## config.mk

```make
export PLATFORM = sky130hd
export DESIGN_NAME = wb_ram512x32_ctrl
export DESIGN_NICKNAME = d
export VERILOG_FILES = /design/src/rtl/ram_ctrl_pkg.sv /design/src/rtl/wb_ram512x32_ctrl.sv
export SDC_FILE = /design/constraint.sdc
export NUM_CORES = 1
export LEC_CHECK = 0
export ABC_AREA = 1
export BUFFER_PORTS_ARGS = -buffer_cell sky130_fd_sc_hd__buf_2
export CAP_MARGIN = 20
export CELL_PAD_IN_SITES_DETAIL_PLACEMENT = 1
export CELL_PAD_IN_SITES_GLOBAL_PLACEMENT = 2
export CORE_MARGIN = 1.5
export CORE_UTILIZATION = 19
export CTS_BUF_LIST = sky130_fd_sc_hd__clkbuf_8
export DETAILED_ROUTE_END_ITERATION = 10
export GPL_TIMING_DRIVEN = 0
export PLACE_DENSITY_LB_ADDON = 0.1
export SLEW_MARGIN = 20
export SYNTH_ARGS = -nofsm -noshare
export SYNTH_HDL_FRONTEND = slang
export SYNTH_SLANG_ARGS = --single-unit
export TNS_END_PERCENT = 50
```

## constraint.sdc

```tcl
create_clock -name clk_i -period 1.9 [get_ports clk_i]
set_clock_uncertainty 0.1 [all_clocks]
set_input_delay 0 -clock clk_i [delete_from_list [all_inputs] [get_ports clk_i]]
set_output_delay 0 -clock clk_i [all_outputs]
set_load 0.01 [all_outputs]
```

## src/rtl/ram_ctrl_pkg.sv

```systemverilog
`default_nettype none
// ============================================================================
//  Module      : ram_ctrl_pkg
//  Description : Shared types and constants for the Wishbone 512x32 SRAM
//                controller. Holds the controller state encoding and the
//                RAM geometry.
//  Revision    : 1.0  initial release
// ============================================================================
package ram_ctrl_pkg;

    localparam int RAM_DEPTH = 512;
    localparam int RAM_AW    = 9;

    // FILL : zero/pattern fill of every word after reset
    // IDLE : waiting for a bus request
    // RD   : read-data capture cycle (only used when read data is registered)
    // ACK  : acknowledge cycle, no new request accepted here
    typedef enum logic [1:0] {
        FILL = 2'd0,
        IDLE = 2'd1,
        RD   = 2'd2,
        ACK  = 2'd3
    } ram_ctrl_state_e;

endpackage : ram_ctrl_pkg
`default_nettype wire

```

## src/rtl/wb_ram512x32_ctrl.sv

```systemverilog
`default_nettype none
// ============================================================================
//  Module      : wb_ram512x32_ctrl
//  Description : Wishbone-classic responder in front of a 512x32 byte-writable
//                synchronous SRAM wrapper. After reset it writes FILL_VAL to
//                every word, then serves single-beat reads and byte-masked
//                writes with a one-cycle acknowledge (two cycles for reads
//                when REG_RDATA = 1).
//
//  Parameters  : FILL_EN   - 1: run the fill after reset, 0: start in IDLE
//                FILL_VAL  - word written to every address during the fill
//                REG_RDATA - 1: register RAM read data before the ack
//
//  Ports       : clk_i, rst_i             clock / synchronous active-high reset
//                wb_cyc_i, wb_stb_i       bus cycle / strobe
//                wb_we_i, wb_sel_i        write enable / byte lanes
//                wb_adr_i, wb_dat_i       word address / write data
//                wb_dat_o, wb_ack_o       read data (0 unless acked) / ack
//                init_done_o              fill complete
//                ram_wen_o, ram_sel_o     RAM write enable / byte select
//                ram_adr_o, ram_dat_o     RAM address / write data
//                ram_dat_i                RAM read data (one cycle after addr)
//
//  Revision    : 1.0  initial release
// ============================================================================
module wb_ram512x32_ctrl
    import ram_ctrl_pkg::*;
#(
    parameter bit          FILL_EN   = 1'b1,
    parameter logic [31:0] FILL_VAL  = 32'h0000_0000,
    parameter bit          REG_RDATA = 1'b0
) (
    input  logic              clk_i,
    input  logic              rst_i,
    input  logic              wb_cyc_i,
    input  logic              wb_stb_i,
    input  logic              wb_we_i,
    input  logic [3:0]        wb_sel_i,
    input  logic [RAM_AW-1:0] wb_adr_i,
    input  logic [31:0]       wb_dat_i,
    output logic [31:0]       wb_dat_o,
    output logic              wb_ack_o,
    output logic              init_done_o,
    output logic              ram_wen_o,
    output logic [3:0]        ram_sel_o,
    output logic [RAM_AW-1:0] ram_adr_o,
    output logic [31:0]       ram_dat_o,
    input  logic [31:0]       ram_dat_i
);

    localparam logic [RAM_AW-1:0] c_last_addr   = RAM_AW'(RAM_DEPTH - 1);
    localparam ram_ctrl_state_e   c_reset_state = FILL_EN ? FILL : IDLE;

    ram_ctrl_state_e   r_state;
    logic [RAM_AW-1:0] r_fill_cnt;
    logic [RAM_AW-1:0] r_adr;
    logic              r_is_read;
    logic              r_init_done;
    logic [31:0]       r_rdata;

    logic              w_req;

    assign w_req       = wb_cyc_i & wb_stb_i;
    assign init_done_o = r_init_done;

    // ------------------------------------------------------------------------
    // State machine and holding registers
    // ------------------------------------------------------------------------
    always_ff @(posedge clk_i) begin
        if (rst_i) begin
            r_state     <= c_reset_state;
            r_fill_cnt  <= '0;
            r_adr       <= '0;
            r_is_read   <= 1'b0;
            r_rdata     <= '0;
            r_init_done <= !FILL_EN;
        end else begin
            case (r_state)
                FILL: begin
                    // Counter parks at the last address; it never wraps.
                    if (r_fill_cnt == c_last_addr) begin
                        r_state     <= IDLE;
                        r_init_done <= 1'b1;
                    end else begin
                        r_fill_cnt <= r_fill_cnt + 1'b1;
                    end
                end
                IDLE: begin
                    if (w_req) begin
                        // Access type and address are frozen here so that a
                        // changing bus in RD/ACK cannot alter the transfer.
                        r_adr     <= wb_adr_i;
                        r_is_read <= !wb_we_i;
                        r_state   <= (!wb_we_i && REG_RDATA) ? RD : ACK;
                    end
                end
                RD: begin
                    r_rdata <= ram_dat_i;
                    // A master that gives up the cycle here gets no ack.
                    r_state <= wb_cyc_i ? ACK : IDLE;
                end
                ACK: begin
                    r_state <= IDLE;
                end
                default: begin
                    r_state <= c_reset_state;
                end
            endcase
        end
    end

    // ------------------------------------------------------------------------
    // RAM and bus outputs. These follow the bus combinationally in IDLE so a
    // write commits on the same edge that samples the request; everything is
    // forced quiet while reset is asserted.
    // ------------------------------------------------------------------------
    always_comb begin
        ram_wen_o = 1'b0;
        ram_sel_o = 4'h0;
        ram_adr_o = wb_adr_i;
        ram_dat_o = wb_dat_i;
        wb_ack_o  = 1'b0;
        wb_dat_o  = 32'h0;
        if (!rst_i) begin
            case (r_state)
                FILL: begin
                    ram_wen_o = 1'b1;
                    ram_sel_o = 4'hF;
                    ram_adr_o = r_fill_cnt;
                    ram_dat_o = FILL_VAL;
                end
                IDLE: begin
                    if (w_req) begin
                        ram_sel_o = wb_sel_i;
                        ram_wen_o = wb_we_i & (|wb_sel_i);
                    end
                end
                RD: begin
                    // Hold the read address so the RAM output stays stable.
                    ram_adr_o = r_adr;
                end
                ACK: begin
                    ram_adr_o = r_adr;
                    wb_ack_o  = wb_cyc_i;
                    if (wb_cyc_i && r_is_read) begin
                        wb_dat_o = REG_RDATA ? r_rdata : ram_dat_i;
                    end
                end
                default: begin
                    ram_wen_o = 1'b0;
                end
            endcase
        end
    end

endmodule : wb_ram512x32_ctrl
`default_nettype wire

```

After elaboration in Yosys (flattened, before gate mapping)
Cells that the tools add are included.
- add/sub/neg operators: 1
- multiply operators: 0
- div/mod/pow operators: 0
- $lt $le $gt $ge: 0
- equality and inequality tests: 6
- shift operators: 0
- muxes and demuxes: 19
- bitwise gates (word level): 3
- reductions and logical operators: 9
- operators with widths (operator ; number):
    32-bit two-way mux ; 5
    9-bit case mux with 2 select lines ; 1
    9-bit by 1-bit adder with 9-bit output, second input constant ; 1
    9-bit == test, second input constant ; 1
    9-bit two-way mux ; 1
    4-bit two-way mux ; 2
    2-bit case mux with 4 select lines ; 1
    4-bit case mux with 2 select lines ; 1
    2-bit AND reduction ; 4
    2-bit two-way mux ; 3
    2-bit == test, second input constant ; 2
    1-bit two-way mux ; 4
    2-bit inequality test, second input constant ; 2
    4-bit OR reduction ; 1
    1-bit AND ; 2
    2-bit by 1-bit == test with 1-bit output, second input constant ; 1
    2-bit logical NOT ; 1
    1-bit case mux with 2 select lines ; 1
    2-bit OR reduction ; 1
    1-bit logical AND ; 1
    1-bit logical NOT ; 1
    1-bit inverter ; 1
- flip-flop bits (word level): 22
- latch bits: 0
- bits in writable memories: 0
- memory bits (read-only): 0
- input bits: 82
- output and inout port bits: 80
- word-level logic and storage cells: 43
- memories kept: 0

Depth between registers and ports, before layout
- depth after elaboration: 5
- mapped depth: 12
- mapped depth without buffers: 12

Worst setup path before layout
OpenSTA, ideal clock, no wires.
- kind: flip-flop to flip-flop
- start: reg r_fill_cnt[0]
- end: reg r_fill_cnt[7]
- library setup time: 115 ps
- arrival time: 1558 ps
- data required time: 1685 ps
- path slack: 127 ps
- cell stages (with the launch flop): 13
- buffers on the path: 0
- period minus slack after synthesis: 1773 ps
- cells stage by stage: dfxtp_1 ha_1 inv_1 nor2_1 nand3_1 nor2_1 ha_1 inv_1 nand3_1 nor2_1 nand3_1 nand2_1 nor2_1
- longest elaborated chain between the ends: 3
- elaborated cells on any way between the ends: 4
- classes of those cells: add/sub (1); eq/ne (1); bitwise (1); reduce/logical (1)
- ends and longest elaborated chain (element ; line ; source):
    start, declared ; wb_ram512x32_ctrl.sv:55 ; logic [RAM_AW-1:0] r_fill_cnt;
    start signal, assigned ; wb_ram512x32_ctrl.sv:85 ; r_fill_cnt <= r_fill_cnt + 1'b1;
    branches (longest 3 deep; another with 9-bit by 1-bit adder with 9-bit output) ; -- ;
Parallel ways; which one is timed is not known.
A chain may end at the register's enable or synchronous reset.

Worst setup path after layout
- start: reg r_state[1]
- end: out ram_adr_o[2]
- longest elaborated chain between the ends: 4
- elaborated cells on any way between the ends: 6
- classes of those cells: eq/ne (2); mux (2); reduce/logical (2)
- ends and longest elaborated chain (element ; line ; source):
    start, declared ; wb_ram512x32_ctrl.sv:54 ; ram_ctrl_state_e r_state;
    start signal, assigned ; wb_ram512x32_ctrl.sv:71 ; r_state <= c_reset_state;
    start signal, assigned ; wb_ram512x32_ctrl.sv:94 ; r_state <= (!wb_we_i && REG_RDATA) ? RD : ACK;
    start signal, assigned ; wb_ram512x32_ctrl.sv:100 ; r_state <= wb_cyc_i ? ACK : IDLE;
    2-bit == test (on tied branches) ; -- ;
    2-bit OR reduction (no line) ; -- ;
    9-bit case mux with 2 select lines (*) ; wb_ram512x32_ctrl.sv:125 ; case (r_state)
    9-bit two-way mux (*) ; wb_ram512x32_ctrl.sv:124 ; if (!rst_i) begin
    end, declared ; wb_ram512x32_ctrl.sv:46 ; output logic [RAM_AW-1:0] ram_adr_o,
Mark *: on every way between the ends. The rest lies on a longest branch, timed or not.

==> run_results.csv <==
group,metric,value,unit
status,outcome,"finished, final reports clean",
synthesis,synth_seq_cells,22,
floorplan,die_w,106,µm
synthesis,synth_common_cells,"nor2_1, inv_1, nand2_1",
clocking,clk_path_buf_depth,2,
detailed_routing,wl_per_cell,13.4,µm
worst_setup_path,critical-path-top-delay-family,"buffers and inverters",
clocking,clk_latency,270,ps
detailed_routing,vias,2525,
floorplan,dieArea,11200,µm²
worst_setup_path,crit_fanout,10,
place,place_congestion,0.692,
synthesis,synthCells,297,
detailed_routing,first_iter_violations,88,
place,io_buffers,161,
grt,grt_pass1_wl,13000,µm
detailed_routing,dr.pass1.iters,4,
grt,grt-ovfl-total,0,
layout,antenna_cells,0,
clocking,root_buffer,"clkbuf_8",
worst_setup_path,critPathMaxStageDelay,350,ps
synthesis,synth_top_flop_cell,"dfxtp_1",
place,dp_hpwl,6680,µm
synthesis,synth.most_common_cell,"nor2_1",
worst_setup_path,crit_buf_inv,3,
power_and_ir_drop,leakage,1.66,nW
clocking,cts_tree,"done",
layout,layout-drive-gt1-share,50.4,%
floorplan,rows,37,
synthesis,synth.distinct_cells,25,
worst_setup_path,startpoint_type,"register",
layout,area_delta_synth_final,62.7,%
detailed_routing,totalWireLength,8230,µm
synthesis,yosysWarnings,0,
clocking,clk_pin_slew_worst_paths,90,ps
floorplan,die_h,106,µm
synthesis,syn_area,2000,µm²
synthesis,yosysTopAreaCell,"dfxtp_1",
min_path,min-delay-path-class,"in -> reg",
timing,setup_viol,0,
floorplan,core-area,10300,µm²
clocking,cts-buffers-inserted,3,
timing,max_slew_margin,75.0,%
synthesis,syn-num-nets,385,
power_and_ir_drop,power-per-cell-area,438,nW/µm²
floorplan,io_pins,162,
synthesis,yosysSeqAreaShare,22.0,%
detailed_routing,ant_nets,0,
timing,whs,49.0,ps
run,drv_cap,0,
timing,drv_slew,0,
timing,rsz0062_at_grt,"true",
worst_setup_path,endpoint_kind,"primary output",
detailed_routing,drc,0,
grt,grt_use_total,14.4,%
timing,post-route-period-util,94.6,%
synthesis,synth_top_area_share,22.0,%
synthesis,synth_area_per_cell,6.74,µm²
grt,antenna_found_initial,0,
power_and_ir_drop,total_power,1.43,mW
timing,worst_pin_slew,374,ps
synthesis,postSynth.asyncResetShare,0,%
timing,hold_viol,0,
layout,nets,565,
worst_setup_path,critPathKind,"reg -> out",
clocking,htreeDepth,1,
worst_setup_path,rrSetupSlack,140,ps
power_and_ir_drop,ir_worst_vdd,0.313,mV
grt,grt_pass1_vias,2497,
floorplan,initial_core_util,19.5,%
synthesis,synth_edf_count,0,
timing,max_freq,556,MHz
clocking,clkSinkCount,22,
grt,grt_max_degree,13,
worst_setup_path,cpMaxStageDelayCell,"dfxtp_1",
synthesis,synth_area_leaders,"dfxtp_1, nor3b_2, nor2_1",
timing,min_period,1800,ps
worst_setup_path,cp_cell_sequence,"inv_1 > ha_2 > clkbuf_4 > nand2_1 > a31oi_2 > buf_2",
detailed_routing,viasPerCell,4.13,
worst_setup_path,critPathRequiredTime,1800,ps
worst_setup_path,cp.arrival,1700,ps
state kept, by name (all words and copies together) (netlist names):
name	count
init_done_o	1
r_adr	9
r_fill_cnt	9
r_is_read	1
r_state	2
worst min-delay path, cell delays in order:
cell	delay (ps)
buf_2	120
nand2_1	60
nand2_1	70
nand4_1	70
a21oi_1	50
per-layer routing:
layer	up-vias	global-route usage (%)	share of wire, %
li1	1298	-	-
met1	1139	17.0	43
met2	84	26.7	49
met3	4	3.28	7.0
met4	0	2.32	0.51
met5	-	0	0
metrics by stage:
stage                     cell area (µm²)  cells  TNS [ps]  utilization (%)  setup slack (ps)
final                                3260    612         0             31.7               102
after global routing                 3260    612     -66.7             31.7             -19.4
after CTS                            3180    610         0             30.9              17.0
after detailed placement             2980    594      -880             29.0              -195
after global placement               2980    594      -968             29.0              -215
after floorplan                      2000    297         0                -               127
cells in the final DEF, fill, tap and decap left out:
cell type | Yosys | layout
a211oi_2 | 1 | 1
a21oi_1 | 14 | 14
a31oi_1 | 10 | 9
a31oi_2 | 0 | 1
buf_2 | 6 | 163
buf_4 | 6 | 12
buf_6 | 3 | 3
clkbuf_2 | 0 | 1
clkbuf_4 | 0 | 3
clkbuf_8 | 0 | 4
dfxtp_1 | 22 | 20
dfxtp_2 | 0 | 1
dfxtp_4 | 0 | 1
dlygate4sd3_1 | 0 | 10
ha_1 | 6 | 2
ha_2 | 0 | 2
ha_4 | 0 | 2
inv_1 | 58 | 56
inv_2 | 1 | 3
nand2_1 | 33 | 32
nand2_2 | 2 | 3
nand3_1 | 6 | 3
nand3_2 | 0 | 3
nand3_4 | 1 | 1
nand4_1 | 4 | 4
nor2_1 | 62 | 60
nor2_4 | 2 | 5
nor3b_1 | 2 | 2
nor3b_2 | 30 | 30
o21ai_0 | 20 | 20
o21bai_1 | 1 | 1
o31ai_1 | 3 | 3
o31ai_2 | 1 | 1
final timing paths:
path / startpoint / cells after the start / end
worst max-delay path: r_state[1]$_SDFFE_PP0P_ / 6 / ram_adr_o[2]
worst min-delay path: wb_stb_i / 5 / r_state[1]$_SDFFE_PP0P_
worst max register to register: r_fill_cnt[0]$_SDFFE_PP0P_ / 12 / r_fill_cnt[6]$_SDFFE_PP0P_
worst min register to register: r_adr[0]$_SDFFE_PP0P_ / 2 / r_adr[0]$_SDFFE_PP0P_
logic make-up (layout without fill, tap and decap cells):
logic type / count (synthesis) / in the layout / share of synthesized area [%]
AOI/OAI and AO/OA: 50 / 50 / 14.4
adders and majority gates: 6 / 6 / 3.75
buffers and inverters: 76 / 255 / 16.9
DFF: 22 / 22 / 22.0
and+or+nand+nor: 143 / 143 / 43.0
power by group:
| part | internal [mW] | total (mW) | switching (mW) |
|---|---|---|---|
| Combinational | 0.257 | 0.555 | 0.298 |
| Sequential | 0.487 | 0.514 | 0.0266 |
| Clock | 0.185 | 0.359 | 0.173 |
| Total | 0.929 | 1.43 | 0.499 |
timing repair:
item	4_1_cts	5_1_grt
setup endpoints to repair	48	50
setup buffers	2	3
pin swaps	1	3
resized for setup	10	17
hold endpoints to repair	10	0
hold buffers	10	0
layout make-up:
cell class / count / area, µm²
buffer: 16 / 124
tap: 136 / 170
clock buffer: 4 / 55.1
multi-input combinational: 199 / 1300
fill: 1350 / 7020
inverter: 59 / 221
sequential: 22 / 445
timing repair buffer: 176 / 943
(Power assumes the default switching activity.)
